<file path="src/rtl/rxll_frame_sched_pkg.sv">
// Shared definitions for the RX link-layer frame scheduler: FIFO word layout,
// scheduler state encoding and frame error flag positions.
package rxll_frame_sched_pkg;

  // 36-bit FWFT FIFO word layout: [31:0] data, [33] SOF, [34] EOF, [35] link error
  localparam int RXLL_DATA_MSB = 31;
  localparam int RXLL_SOF_BIT  = 33;
  localparam int RXLL_EOF_BIT  = 34;
  localparam int RXLL_ERR_BIT  = 35;
  localparam int RXLL_WORD_W   = 36;

  // frm_err bit positions
  localparam int ERR_LEN   = 0;
  localparam int ERR_SOF   = 1;
  localparam int ERR_LINK  = 2;
  localparam int ERR_ABORT = 3;
  localparam int ERR_W     = 4;

  // statistics counter width
  localparam int STAT_W = 16;

  typedef enum logic [1:0] {
    ST_IDLE  = 2'd0,
    ST_XFER  = 2'd1,
    ST_DRAIN = 2'd2,
    ST_DONE  = 2'd3
  } sched_state_e;

endpackage

</file>
<file path="src/rtl/rxll_sched_stats.sv">
// Per-frame statistics for rxll_frame_sched: saturating counts of finished
// frames and of finished frames carrying any error flag. Present only when
// RXLL_SCHED_STATS_EN is defined.
`ifdef RXLL_SCHED_STATS_EN
module rxll_sched_stats
  import rxll_frame_sched_pkg::*;
(
  input  logic              clk,
  input  logic              rst_n,
  input  logic              stat_clr_i,
  input  logic              frm_done_i,
  input  logic [ERR_W-1:0]  frm_err_i,
  output logic [STAT_W-1:0] stat_frames_o,
  output logic [STAT_W-1:0] stat_errs_o
);

  logic [STAT_W-1:0] frames_q, frames_d;
  logic [STAT_W-1:0] errs_q, errs_d;

  function automatic logic [STAT_W-1:0] sat_inc(input logic [STAT_W-1:0] v);
    return (&v) ? v : v + STAT_W'(1);
  endfunction

  // Next counts: clear has priority over a same-cycle frame report
  always_comb begin
    frames_d = frames_q;
    errs_d   = errs_q;
    if (stat_clr_i) begin
      frames_d = '0;
      errs_d   = '0;
    end else if (frm_done_i) begin
      frames_d = sat_inc(frames_q);
      if (|frm_err_i) errs_d = sat_inc(errs_q);
    end
  end

  // Counter registers
  always_ff @(posedge clk or negedge rst_n) begin
    if (!rst_n) begin
      frames_q <= '0;
      errs_q   <= '0;
    end else begin
      frames_q <= frames_d;
      errs_q   <= errs_d;
    end
  end

  assign stat_frames_o = frames_q;
  assign stat_errs_o   = errs_q;

endmodule
`endif

</file>
<file path="src/rtl/rxll_frame_sched.sv">
// Read-side frame scheduler for the SATA RX link-layer FIFO. Starts a frame
// once it is fully buffered (or past the cut-through threshold), forwards it
// on a valid/ready stream, discards the remainder after abort/overlength/
// missing SOF, and reports length, FIS type and error flags per frame.
// Optional statistics counters: define RXLL_SCHED_STATS_EN.
module rxll_frame_sched
  import rxll_frame_sched_pkg::*;
#(
  parameter int C_MAX_WORDS  = 2049,
  parameter int C_LEN_W      = 12,
  parameter int C_CUT_THRU   = 0,
  parameter int C_CUT_THRESH = 256
) (
  input  logic               clk,
  input  logic               rst_n,
  input  logic               enable,
  input  logic               abort,
  input  logic [35:0]        fifo_do,
  input  logic               fifo_empty,
  input  logic               fifo_eof_rdy,
  input  logic [9:0]         fifo_rd_count,
  output logic               fifo_rd_en,
  output logic [31:0]        m_data,
  output logic               m_valid,
  input  logic               m_ready,
  output logic               m_sof,
  output logic               m_eof,
  output logic               frm_done,
  output logic [C_LEN_W-1:0] frm_len,
  output logic [7:0]         frm_type,
  output logic [3:0]         frm_err
`ifdef RXLL_SCHED_STATS_EN
  ,
  input  logic               stat_clr,
  output logic [15:0]        stat_frames,
  output logic [15:0]        stat_errs
`endif
);

  localparam logic [C_LEN_W-1:0] LastLen = C_LEN_W'(C_MAX_WORDS - 1);

  sched_state_e       state_q, state_d;
  logic [C_LEN_W-1:0] len_q, len_d;
  logic [7:0]         type_q, type_d;
  logic [ERR_W-1:0]   err_q, err_d;
  logic               arm_q, arm_d;
  logic               done_q;
  logic [C_LEN_W-1:0] frm_len_q;
  logic [7:0]         frm_type_q;
  logic [ERR_W-1:0]   frm_err_q;

  logic head_sof, head_eof, head_lerr, cut_ok, start, at_limit, finish;
  logic unused_bit32;

  // Length counter saturates rather than wrapping on very long drained frames
  function automatic logic [C_LEN_W-1:0] len_inc(input logic [C_LEN_W-1:0] v);
    return (&v) ? v : v + C_LEN_W'(1);
  endfunction

  assign head_sof     = fifo_do[RXLL_SOF_BIT];
  assign head_eof     = fifo_do[RXLL_EOF_BIT];
  assign head_lerr    = fifo_do[RXLL_ERR_BIT];
  assign unused_bit32 = fifo_do[32];
  assign cut_ok   = (C_CUT_THRU != 0) && (int'(fifo_rd_count) >= C_CUT_THRESH);
  assign start    = enable & ~fifo_empty & (fifo_eof_rdy | cut_ok);
  assign at_limit = (len_q == LastLen);

  // Next-state, stream handshake and per-frame bookkeeping
  always_comb begin
    state_d    = state_q;
    len_d      = len_q;
    type_d     = type_q;
    err_d      = err_q;
    arm_d      = arm_q;
    finish     = 1'b0;
    m_valid    = 1'b0;
    m_data     = '0;
    m_sof      = 1'b0;
    m_eof      = 1'b0;
    fifo_rd_en = 1'b0;
    case (state_q)
      ST_IDLE: begin
        // an abort seen while idle discards the next frame to start
        arm_d = arm_q | abort;
        if (start) begin
          arm_d              = 1'b0;
          err_d              = '0;
          err_d[ERR_ABORT]   = arm_q | abort;
          err_d[ERR_SOF]     = ~head_sof;
          state_d = (arm_q | abort | ~head_sof) ? ST_DRAIN : ST_XFER;
        end
      end
      ST_XFER: begin
        m_valid    = ~fifo_empty;
        m_data     = fifo_do[RXLL_DATA_MSB:0];
        m_sof      = m_valid & (len_q == '0);
        m_eof      = m_valid & (head_eof | at_limit);
        fifo_rd_en = m_valid & m_ready;
        if (fifo_rd_en) begin
          len_d = len_inc(len_q);
          if (len_q == '0) type_d = fifo_do[7:0];
          else if (head_sof) err_d[ERR_SOF] = 1'b1;
          if (head_lerr) err_d[ERR_LINK] = 1'b1;
        end
        // a real EOF popped in the same cycle as abort completes the frame cleanly
        if (fifo_rd_en & head_eof) begin
          finish  = 1'b1;
          state_d = ST_DONE;
        end else begin
          if (fifo_rd_en & at_limit) begin
            err_d[ERR_LEN] = 1'b1;
            state_d        = ST_DRAIN;
          end
          if (abort) begin
            err_d[ERR_ABORT] = 1'b1;
            state_d          = ST_DRAIN;
          end
        end
      end
      ST_DRAIN: begin
        fifo_rd_en = ~fifo_empty;
        if (fifo_rd_en) begin
          len_d = len_inc(len_q);
          if (head_eof) begin
            finish  = 1'b1;
            state_d = ST_DONE;
          end
        end
      end
      default: begin
        // ST_DONE: single gap cycle with no pop so fifo_eof_rdy settles
        state_d = ST_IDLE;
        len_d   = '0;
        type_d  = '0;
        err_d   = '0;
      end
    endcase
  end

  // State, frame accumulators and held per-frame report
  always_ff @(posedge clk or negedge rst_n) begin
    if (!rst_n) begin
      state_q    <= ST_IDLE;
      len_q      <= '0;
      type_q     <= '0;
      err_q      <= '0;
      arm_q      <= 1'b0;
      done_q     <= 1'b0;
      frm_len_q  <= '0;
      frm_type_q <= '0;
      frm_err_q  <= '0;
    end else begin
      state_q <= state_d;
      len_q   <= len_d;
      type_q  <= type_d;
      err_q   <= err_d;
      arm_q   <= arm_d;
      done_q  <= finish;
      if (finish) begin
        frm_len_q  <= len_d;
        frm_type_q <= type_d;
        frm_err_q  <= err_d;
      end
    end
  end

  assign frm_done = done_q;
  assign frm_len  = frm_len_q;
  assign frm_type = frm_type_q;
  assign frm_err  = frm_err_q;

`ifdef RXLL_SCHED_STATS_EN
  rxll_sched_stats u_stats (
    .clk           (clk),
    .rst_n         (rst_n),
    .stat_clr_i    (stat_clr),
    .frm_done_i    (done_q),
    .frm_err_i     (frm_err_q),
    .stat_frames_o (stat_frames),
    .stat_errs_o   (stat_errs)
  );
`endif

endmodule

</file>
<file path="config.mk">
export PLATFORM = sky130hd
export DESIGN_NAME = rxll_frame_sched
export DESIGN_NICKNAME = d
export VERILOG_FILES = /design/src/rtl/rxll_frame_sched_pkg.sv /design/src/rtl/rxll_sched_stats.sv /design/src/rtl/rxll_frame_sched.sv
export SDC_FILE = /design/constraint.sdc
export NUM_CORES = 1
export LEC_CHECK = 0
export ABC_CLOCK_PERIOD_IN_PS = 2800
export CAP_MARGIN = 20
export CORE_MARGIN = 2
export CORE_UTILIZATION = 42
export CTS_CLUSTER_DIAMETER = 200
export DETAILED_ROUTE_END_ITERATION = 10
export GPL_ROUTABILITY_DRIVEN = 0
export HOLD_SLACK_MARGIN = 0.08
export PLACE_DENSITY = 0.77
export SYNTH_ARGS = -nofsm -noshare
export SYNTH_HDL_FRONTEND = slang
export SYNTH_HIERARCHICAL = 1
export SYNTH_SLANG_ARGS = --single-unit
</file>
<file path="constraint.sdc">
create_clock -name clk -period 2.8 [get_ports clk]
set_clock_uncertainty 0.1 [all_clocks]
set_input_delay 0.56 -clock clk [delete_from_list [all_inputs] [get_ports clk]]
set_output_delay 0.56 -clock clk [all_outputs]
set_load 0.005 [all_outputs]
</file>
==> flow_summary.json, run 1 <==
{
  "drt-initial-drc-count": 193,
  "fin_crit_sh": 0.962,
  "ctsHtreeMaxLevel": 2,
  "maxSlewHeadroom": 0.595,
  "core_region_area_mm2": 0.00679,
  "synth_area_mm2": 0.00296,
  "critPathLaunchType": "flip-flop",
  "fin_hold_ws_ns": 0.144,
  "met1_usage": 0.308,
  "ys_top_cells_by_area": "dfrtp_1 (44%), and2_1 (6.8%), o21ai_0 (4.4%)",
  "grt_usage": 0.228,
  "final_cell_mix": "clkdlybuf4s50_1 (99), dfrtp_1 (50), nand2_1 (33)",
  "clk_pin_slew_ns": 0.10,
  "outcome": "complete, no violations",
  "ys_types": 54,
  "max-cap-violations": 0,
  "syn_avg_cell_area_um2": 8.97,
  "io_buffers": 102,
  "fmax_mhz": 371,
  "dr.pass1.iters": 5,
  "grt_pass1_wl_mm": 13.7,
  "async_reset_ff_frac": 1.00,
  "cts-root-buf": "clkbuf_8",
  "min_path_type": "primary input to asynchronous set/reset pin",
  "dpl.hpwl_mm": 6.40,
  "area_growth_pct": 45.8,
  "muxShareOfSynthArea": 0.0461,
  "dp.cells": 527,
  "synth-simple-area-share": 0.258,
  "fp.dieW_um": 87.9,
  "crit_required_ns": 2.14,
  "clockBufferDepth": 2,
  "vias_per_cell": 5.41,
  "finalNonFillerCells": 539,
  "ant_nets": 0,
  "cts.sinks": 52,
  "worst_slew_pin_slew_ns": 0.608,
  "synth-main-ff-cell": "dfrtp_1",
  "rsz0062_at_grt": "false",
  "antenna_found_initial": 0,
  "synth_compound_area_frac": 0.186,
  "ys_ff_latch": 52,
  "synth_top_area_share": 0.440,
  "cts_tree": "built",
  "grt_util_met2": 0.373,
  "p_per_area_mw_per_mm2": 689,
  "cts_made_buffers": 5,
  "grt_max_degree": 30,
  "crit_path_end_kind": "primary output",
  "min_period_ns": 2.69,
  "critPathArrivalTime_ns": 2.03,
  "leakagePower_uw": 0.00193,
  "seq_area_frac_synth": 0.440,
  "mostFrequentLayoutCell": "clkdlybuf4s50_1",
  "drc": 0,
  "num_rows": 30,
  "clk_latency_ns": 0.31,
  "io-pin-count": 114,
  "grt.overflow.total": 0,
  "synth_top_family_by_area": "simple AND/OR/NAND/NOR gates",
  "dieArea_mm2": 0.00773,
  "start_util": 0.436,
  "wl_per_cell_um": 15.9,
  "yosysWarnings": 6,
  "critical_path_class": "flip-flop to primary output",
  "syn-num-nets": 389,
  "route.vias.total": 2918,
  "num-nets-final": 501,
  "totalWireLength_mm": 8.57,
  "final_layout_size_suffix_gt1_frac": 0.106,
  "busiest_layer": "met2",
  "fp.dieH_um": 87.9,
  "synth_xor_area_frac": 0,
  "diodes": 0,
  "yosys.area_share.adder": 0.0254,
  "regToRegSetupSlack_ns": 0.28,
  "use_met3": 0.0386,
  "setup_viol": 0,
  "crit_fanout": 4,
  "synth_edf_count": 0,
  "synth_cells": 330,
  "setup_tns_ns": 0,
  "slew_viol_final": 0,
  "synth_top_area_cell": "dfrtp_1",
  "first_global_vias": 2790,
  "ir_worst_vdd_v": 0.000414,
  "hold_violations": 0,
  "final_util": 0.635
}
critical path: stages, from the launching register on:
cell and delay (ns):
dfrtp_2 0.45, nor4_4 0.30, nand4_1 0.20, nor3_2 0.22, clkdlybuf4s50_1 0.55
cells in the mapped netlist (all sizes together), types with 4 or more instances:
| cell | count |
|---|---|
| nand3 | 8 |
| mux2 | 5 |
| or3 | 4 |
| ha | 6 |
| mux2i | 8 |
| a221o | 7 |
| nor2 | 30 |
| and3 | 8 |
| o21ai | 26 |
| inv | 14 |
| and2 | 32 |
| clkbuf | 16 |
| a21oi | 14 |
| nand4 | 5 |
| nor3 | 9 |
| dfrtp | 52 |
| nand2b | 4 |
| nand2 | 33 |
| a31oi | 4 |
flip-flops by register name, summed over array words and instances (netlist names):
| name | flops |
|---|---|
| err_q | 4 |
| frm_len | 12 |
| frm_type | 8 |
| frm_err | 4 |
| state_q | 2 |
| type_q | 8 |
| arm_q | 1 |
| frm_done | 1 |
| len_q | 12 |
metal layers:
metal	up-vias	routed length [um]
li1	1391	-
met1	1406	3720
met2	107	4230
met3	14	472
met4	0	156
met5	-	0
cell type report:
cell class,instances,area (um^2)
Multi-Input combinational cell,245,1540
Clock buffer,6,82.6
Sequential cell,52,1300
Fill cell,571,2480
Timing Repair Buffer,124,1200
Clock inverter,2,15.0
Tap cell,96,120
Inverter,14,52.6
cell families after synthesis:
family	count (synthesis)
and+or+nand+nor	145
DFF	52
AOI/OAI and AO/OA	81
adders and majority gates	6
muxes	13
buffers and inverters	33
worst paths after layout:
check | startpoint | endpoint | cells past startpoint
worst max-delay path | len_q[6]$_DFF_PN0_ | m_sof | 4
worst min-delay path | rst_n | frm_type[2]$_DFFE_PN0P_ | 1
worst max register to register | len_q[6]$_DFF_PN0_ | frm_type[7]$_DFFE_PN0P_ | 6
worst min register to register | frm_len[9]$_DFFE_PN0P_ | frm_len[9]$_DFFE_PN0P_ | 2
max in group asynchronous | rst_n | len_q[8]$_DFF_PN0_ | 2
min in group clk | frm_len[9]$_DFFE_PN0P_ | frm_len[9]$_DFFE_PN0P_ | 2
timing repair:
| action | in CTS | in global routing |
|---|---|---|
| pin swaps | 1 | 2 |
| setup endpoints to repair | 1 | 4 |
| setup buffers | 1 | 3 |
| hold buffers | 0 | 0 |
| resized for setup | 0 | 7 |
power breakdown:
part / switching (uW) / internal [uW] / total [uW]
clock network: 259 / 201 / 460
registers: 95.8 / 893 / 989
logic: 759 / 762 / 1520
total: 1110 / 1860 / 2970
per-stage QoR:
stage | worst slack [ns] | power (uW) | cell area, um^2
after global routing | 0.00876 | 3180 | 4310
after floorplan | 0.579 | 1750 | 2960
after global placement | -0.00624 | 2450 | 4160
final | 0.107 | 2970 | 4310
after CTS | 0.00878 | 2980 | 4270
after detailed placement | -0.0573 | 2500 | 4160
Note: power is estimated with default switching activity, not from simulation.
==> run 2, diff against run 1 <==
- ABC_CLOCK_PERIOD_IN_PS: 2800 -> default
- GPL_ROUTABILITY_DRIVEN: 0 -> default
- GPL_TIMING_DRIVEN: default -> 1
==> flow_summary.json, run 2 (synthesis results as in run 1) <==
{
  "dieArea_mm2": 0.00773,
  "slew_viol_final": 0,
  "dp.cells": 528,
  "r2r-start": "len_q[10]$_DFF_PN0_",
  "vias_per_cell": 5.41,
  "route.vias.total": 2906,
  "final_layout_size_suffix_gt1_frac": 0.102,
  "start_util": 0.436,
  "gp_congestion": 0.898,
  "dpl.hpwl_mm": 6.27,
  "crit_required_ns": 2.14,
  "maxSlewHeadroom": 0.581,
  "ant_nets": 0,
  "fin_area_mm2": 0.00430,
  "cts-root-buf": "clkbuf_8",
  "hold_violations": 0,
  "diodes": 0,
  "dr_wl_met2_mm": 4.01,
  "fmax_mhz": 368,
  "placed_cell_area_mm2": 0.00417,
  "ir_worst_vdd_v": 0.000420,
  "io_buffers": 102,
  "dr.pass1.iters": 5,
  "place_ws_ns": -0.0570,
  "worst_slew_pin_slew_ns": 0.626,
  "cts_tree": "built",
  "wl_met1_mm": 3.69,
  "p_clk_frac": 0.154,
  "clk_pin_slew_ns": 0.11,
  "p_comb_frac": 0.510,
  "cts.sinks": 52,
  "setup_tns_ns": 0,
  "r2r_cells": 5,
  "fin_hold_ws_ns": 0.128,
  "wl_met3_um": 463,
  "setup_viol": 0,
  "grt.overflow.total": 0,
  "power.switching_uw": 1120,
  "seqPwrFrac": 0.335,
  "ctsHtreeMaxLevel": 2,
  "grt_pass1_wl_mm": 13.5,
  "grt_usage": 0.223,
  "crit_path_end_kind": "primary output",
  "finalNonFillerCells": 537,
  "first_global_vias": 2764,
  "fp.dieW_um": 87.9,
  "num-nets-final": 499,
  "core_region_area_mm2": 0.00679,
  "min_period_ns": 2.72,
  "critPathLaunchType": "flip-flop",
  "outcome": "complete, no violations",
  "drt-initial-drc-count": 149,
  "grt_max_degree": 31,
  "wl_per_cell_um": 15.4,
  "crit_fanout": 6,
  "drc": 0,
  "leakagePower_uw": 0.00193,
  "p_per_area_mw_per_mm2": 687,
  "clk_latency_ns": 0.31,
  "fp.dieH_um": 87.9,
  "clockBufferDepth": 2,
  "min_path_type": "primary input to asynchronous set/reset pin",
  "cts_hold_buf": 0,
  "antenna_found_initial": 0,
  "critPathArrivalTime_ns": 2.06,
  "totalWireLength_mm": 8.27,
  "regToRegSetupSlack_ns": 0.44,
  "rsz0062_at_grt": "true",
  "io-pin-count": 114,
  "top_layer_used": "met4",
  "num_rows": 30,
  "intPower_uw": 1830,
  "cts_made_buffers": 5,
  "max-cap-violations": 0,
  "final_cell_mix": "clkdlybuf4s50_1 (99), dfrtp_1 (50), nand2_1 (33)",
  "worst_slack_ns": 0.0838,
  "area_growth_pct": 45.2,
  "r2r-end": "frm_type[4]$_DFFE_PN0P_",
  "swShare": 0.379,
  "fin_crit_sh": 0.970,
  "critical_path_class": "flip-flop to primary output",
  "mostFrequentLayoutCell": "clkdlybuf4s50_1"
}
-- run 2: power by group through the flow --
| stage | registers [uW] | clock network [uW] | logic, uW |
|---|---|---|---|
| finish | 991 | 456 | 1510 |
| global route | 1010 | 495 | 1650 |
| CTS | 989 | 466 | 1500 |
| detailed placement | 1000 | 0 | 1490 |
| global placement | 997 | 0 | 1470 |
| floorplan | 995 | 0 | 751 |
-- run 2: worst max-delay path by stage --
| stage | start | end | slack [ns] |
|---|---|---|---|
| 5_1_grt | len_q[8]$_DFF_PN0_ | m_eof | -0.02 |
| 2_1_floorplan | state_q[1]$_DFFE_PN0P_ | m_data[0] | 0.58 |
| 6_report | len_q[10]$_DFF_PN0_ | m_eof | 0.08 |
| 3_3_place_gp | fifo_empty | frm_type[2]$_DFFE_PN0P_ | -0.02 |
| 4_1_cts | fifo_empty | m_sof | 0.03 |
| 3_5_place_dp | fifo_empty | frm_len[3]$_DFFE_PN0P_ | -0.06 |
-- run 2: layout make-up --
| class | count | area (um^2) |
|---|---|---|
| clock buffers | 5 | 68.8 |
| multi-input cells | 245 | 1540 |
| well taps | 96 | 120 |
| clock inverters | 3 | 26.3 |
| repair buffers | 122 | 1190 |
| fillers | 573 | 2500 |
| inverters | 14 | 52.6 |
| flip-flops and latches | 52 | 1300 |
-- run 2: worst max-delay path, cell delays in order (launching register included) --
cell and delay [ns]:
dfrtp_2 0.47, nor4_4 0.30, nand4_1 0.18, nor2_1 0.13, nor2_1 0.05, nor2_1 0.09
clkdlybuf4s50_1 0.54
-- run 2: repair_timing --
action / in CTS / in global routing
setup endpoints to repair: 0 / 4
buffers inserted: 0 / 1
gates resized for setup: 0 / 8
-- run 2: per-stage QoR --
stage / utilization / power, uW
6_report: 0.633 / 2950
5_1_grt: 0.633 / 3150
4_1_cts: 0.628 / 2950
3_5_place_dp: 0.614 / 2490
3_3_place_gp: 0.614 / 2460
2_1_floorplan: - / 1750
-- run 2: metal layers --
| metal | vias up | global-route usage |
|---|---|---|
| li1 | 1398 | - |
| met3 | 12 | 0.0386 |
| met1 | 1385 | 0.305 |
| met5 | - | 0 |
| met4 | 0 | 0.0615 |
| met2 | 111 | 0.364 |
==> run 3, diff against run 2 <==
- REMOVE_ABC_BUFFERS: default -> 1
- SETUP_SLACK_MARGIN: default -> 0.5
==> flow_summary.json, run 3 (synthesis results as in run 1) <==
{
  "cts_hold_buf": 0,
  "ant_nets": 0,
  "start_util": 0.436,
  "core_region_area_mm2": 0.00679,
  "vias_per_cell": 5.47,
  "wl_per_cell_um": 16.2,
  "clk_pin_slew_ns": 0.09,
  "fp.dieH_um": 87.9,
  "diodes": 0,
  "placed_cell_area_mm2": 0.00414,
  "drt-initial-drc-count": 235,
  "maxSlewHeadroom": 0.582,
  "crit_fanout": 17,
  "p_comb_frac": 0.552,
  "grt_max_degree": 28,
  "gp_congestion": 0.881,
  "crit_required_ns": 2.14,
  "cts-root-buf": "clkbuf_8",
  "critical_path_class": "flip-flop to primary output",
  "num-nets-final": 514,
  "dpl.hpwl_mm": 6.13,
  "num_rows": 30,
  "rsz0062_at_grt": "true",
  "final_layout_size_suffix_gt1_frac": 0.193,
  "totalWireLength_mm": 8.92,
  "crit_path_end_kind": "primary output",
  "regToRegSetupSlack_ns": 0.40,
  "fin_crit_sh": 0.879,
  "fmax_mhz": 406,
  "grt_pass1_wl_mm": 14.2,
  "seqPwrFrac": 0.310,
  "critPathLaunchType": "flip-flop",
  "power.total_uw": 3220,
  "intPower_uw": 2020,
  "io_buffers": 102,
  "r2r-end": "frm_type[2]$_DFFE_PN0P_",
  "io-pin-count": 114,
  "dieArea_mm2": 0.00773,
  "finalNonFillerCells": 552,
  "grt_usage": 0.234,
  "hold_violations": 0,
  "worst_slack_ns": 0.340,
  "p_clk_frac": 0.138,
  "max-cap-violations": 0,
  "clk_latency_ns": 0.30,
  "final_cell_mix": "clkdlybuf4s50_1 (89), dfrtp_1 (48), nand2_1 (32), and2_1 (32), buf_4 (29)",
  "place_ws_ns": 0.138,
  "antenna_found_initial": 0,
  "cts_made_buffers": 5,
  "dr.pass1.iters": 4,
  "worst_slew_pin_slew_ns": 0.626,
  "critPathArrivalTime_ns": 1.80,
  "cts.sinks": 52,
  "ctsHtreeMaxLevel": 2,
  "r2r-start": "len_q[8]$_DFF_PN0_",
  "ir_worst_vdd_v": 0.000554,
  "route.vias.total": 3021,
  "fin_area_mm2": 0.00457,
  "outcome": "complete, no violations",
  "power.switching_uw": 1190,
  "min_period_ns": 2.46,
  "swShare": 0.371,
  "drc": 0,
  "min_path_type": "primary input to asynchronous set/reset pin",
  "p_per_area_mw_per_mm2": 705,
  "area_growth_pct": 54.3,
  "grt.overflow.total": 0,
  "leakagePower_uw": 0.00210,
  "r2r_cells": 7,
  "slew_viol_final": 0,
  "clockBufferDepth": 2,
  "first_global_vias": 2925,
  "dp.cells": 524,
  "final_util": 0.672,
  "setup_viol": 0,
  "mostFrequentLayoutCell": "clkdlybuf4s50_1",
  "cts_tree": "built",
  "fp.dieW_um": 87.9
}
-- run 3: changes by cell type in the layout (fill, tap and decap cells not counted), sizes merged --
cell | before | now
buf | 21 | 38
clkdlybuf4s50 | 99 | 89
dlymetal6s2s | 2 | 6
dlygate4sd2 | 0 | 3
clkbuf | 5 | 7
inv | 15 | 14
-- run 3: final cells by class --
| cell class | instances | area, um^2 |
|---|---|---|
| Fill cell | 555 | 2230 |
| Inverter | 14 | 55.1 |
| Clock buffer | 6 | 82.6 |
| Tap cell | 96 | 120 |
| Timing Repair Buffer | 137 | 1340 |
| Multi-Input combinational cell | 245 | 1660 |
| Sequential cell | 52 | 1310 |
| Clock inverter | 2 | 10.0 |
-- run 3: critical path, cell delays in order (launching register included) --
cell             delay, ns
dfrtp_1               0.41
inv_2                 0.09
ha_4                  0.20
buf_12                0.15
and2_1                0.13
clkdlybuf4s50_1       0.51
-- run 3: routing by layer --
layer  GRT usage  part of all wire
met4      0.0559             0.012
met2       0.420              0.49
met1       0.290              0.40
met3      0.0452             0.093
met5           0                 0
-- run 3: power by group through the flow --
stage / logic, uW / registers [uW] / clock network (uW)
2_1_floorplan: 718 / 995 / 0
3_3_place_gp: 1420 / 995 / 0
3_5_place_dp: 1450 / 1000 / 0
4_1_cts: 1660 / 992 / 452
5_1_grt: 1930 / 1010 / 484
6_report: 1780 / 997 / 444
-- run 3: metrics by stage --
stage,hold WS (ns),setup TNS (ns)
floorplan,0.164,-2.00
global placement,0.354,0
detailed placement,0.362,0
CTS,0.179,0
global route,0.208,0
finish,0.166,0
-- run 3: what timing repair did --
item	CTS	global route
gates resized for setup	36	36
endpoints found under the setup margin	52	63
buffers inserted	15	3
gates cloned	2	0
pin swaps	9	13
-- run 3: how the worst max path moves through the flow --
stage	from	to	slack, ns
2_1_floorplan	state_q[1]$_DFFE_PN0P_	frm_type[0]$_DFFE_PN0P_	-0.26
3_3_place_gp	fifo_empty	frm_type[2]$_DFFE_PN0P_	0.14
3_5_place_dp	fifo_do[34]	frm_type[2]$_DFFE_PN0P_	0.14
4_1_cts	state_q[1]$_DFFE_PN0P_	m_data[6]	0.31
5_1_grt	state_q[1]$_DFFE_PN0P_	m_data[28]	0.27
6_report	state_q[1]$_DFFE_PN0P_	m_data[4]	0.34
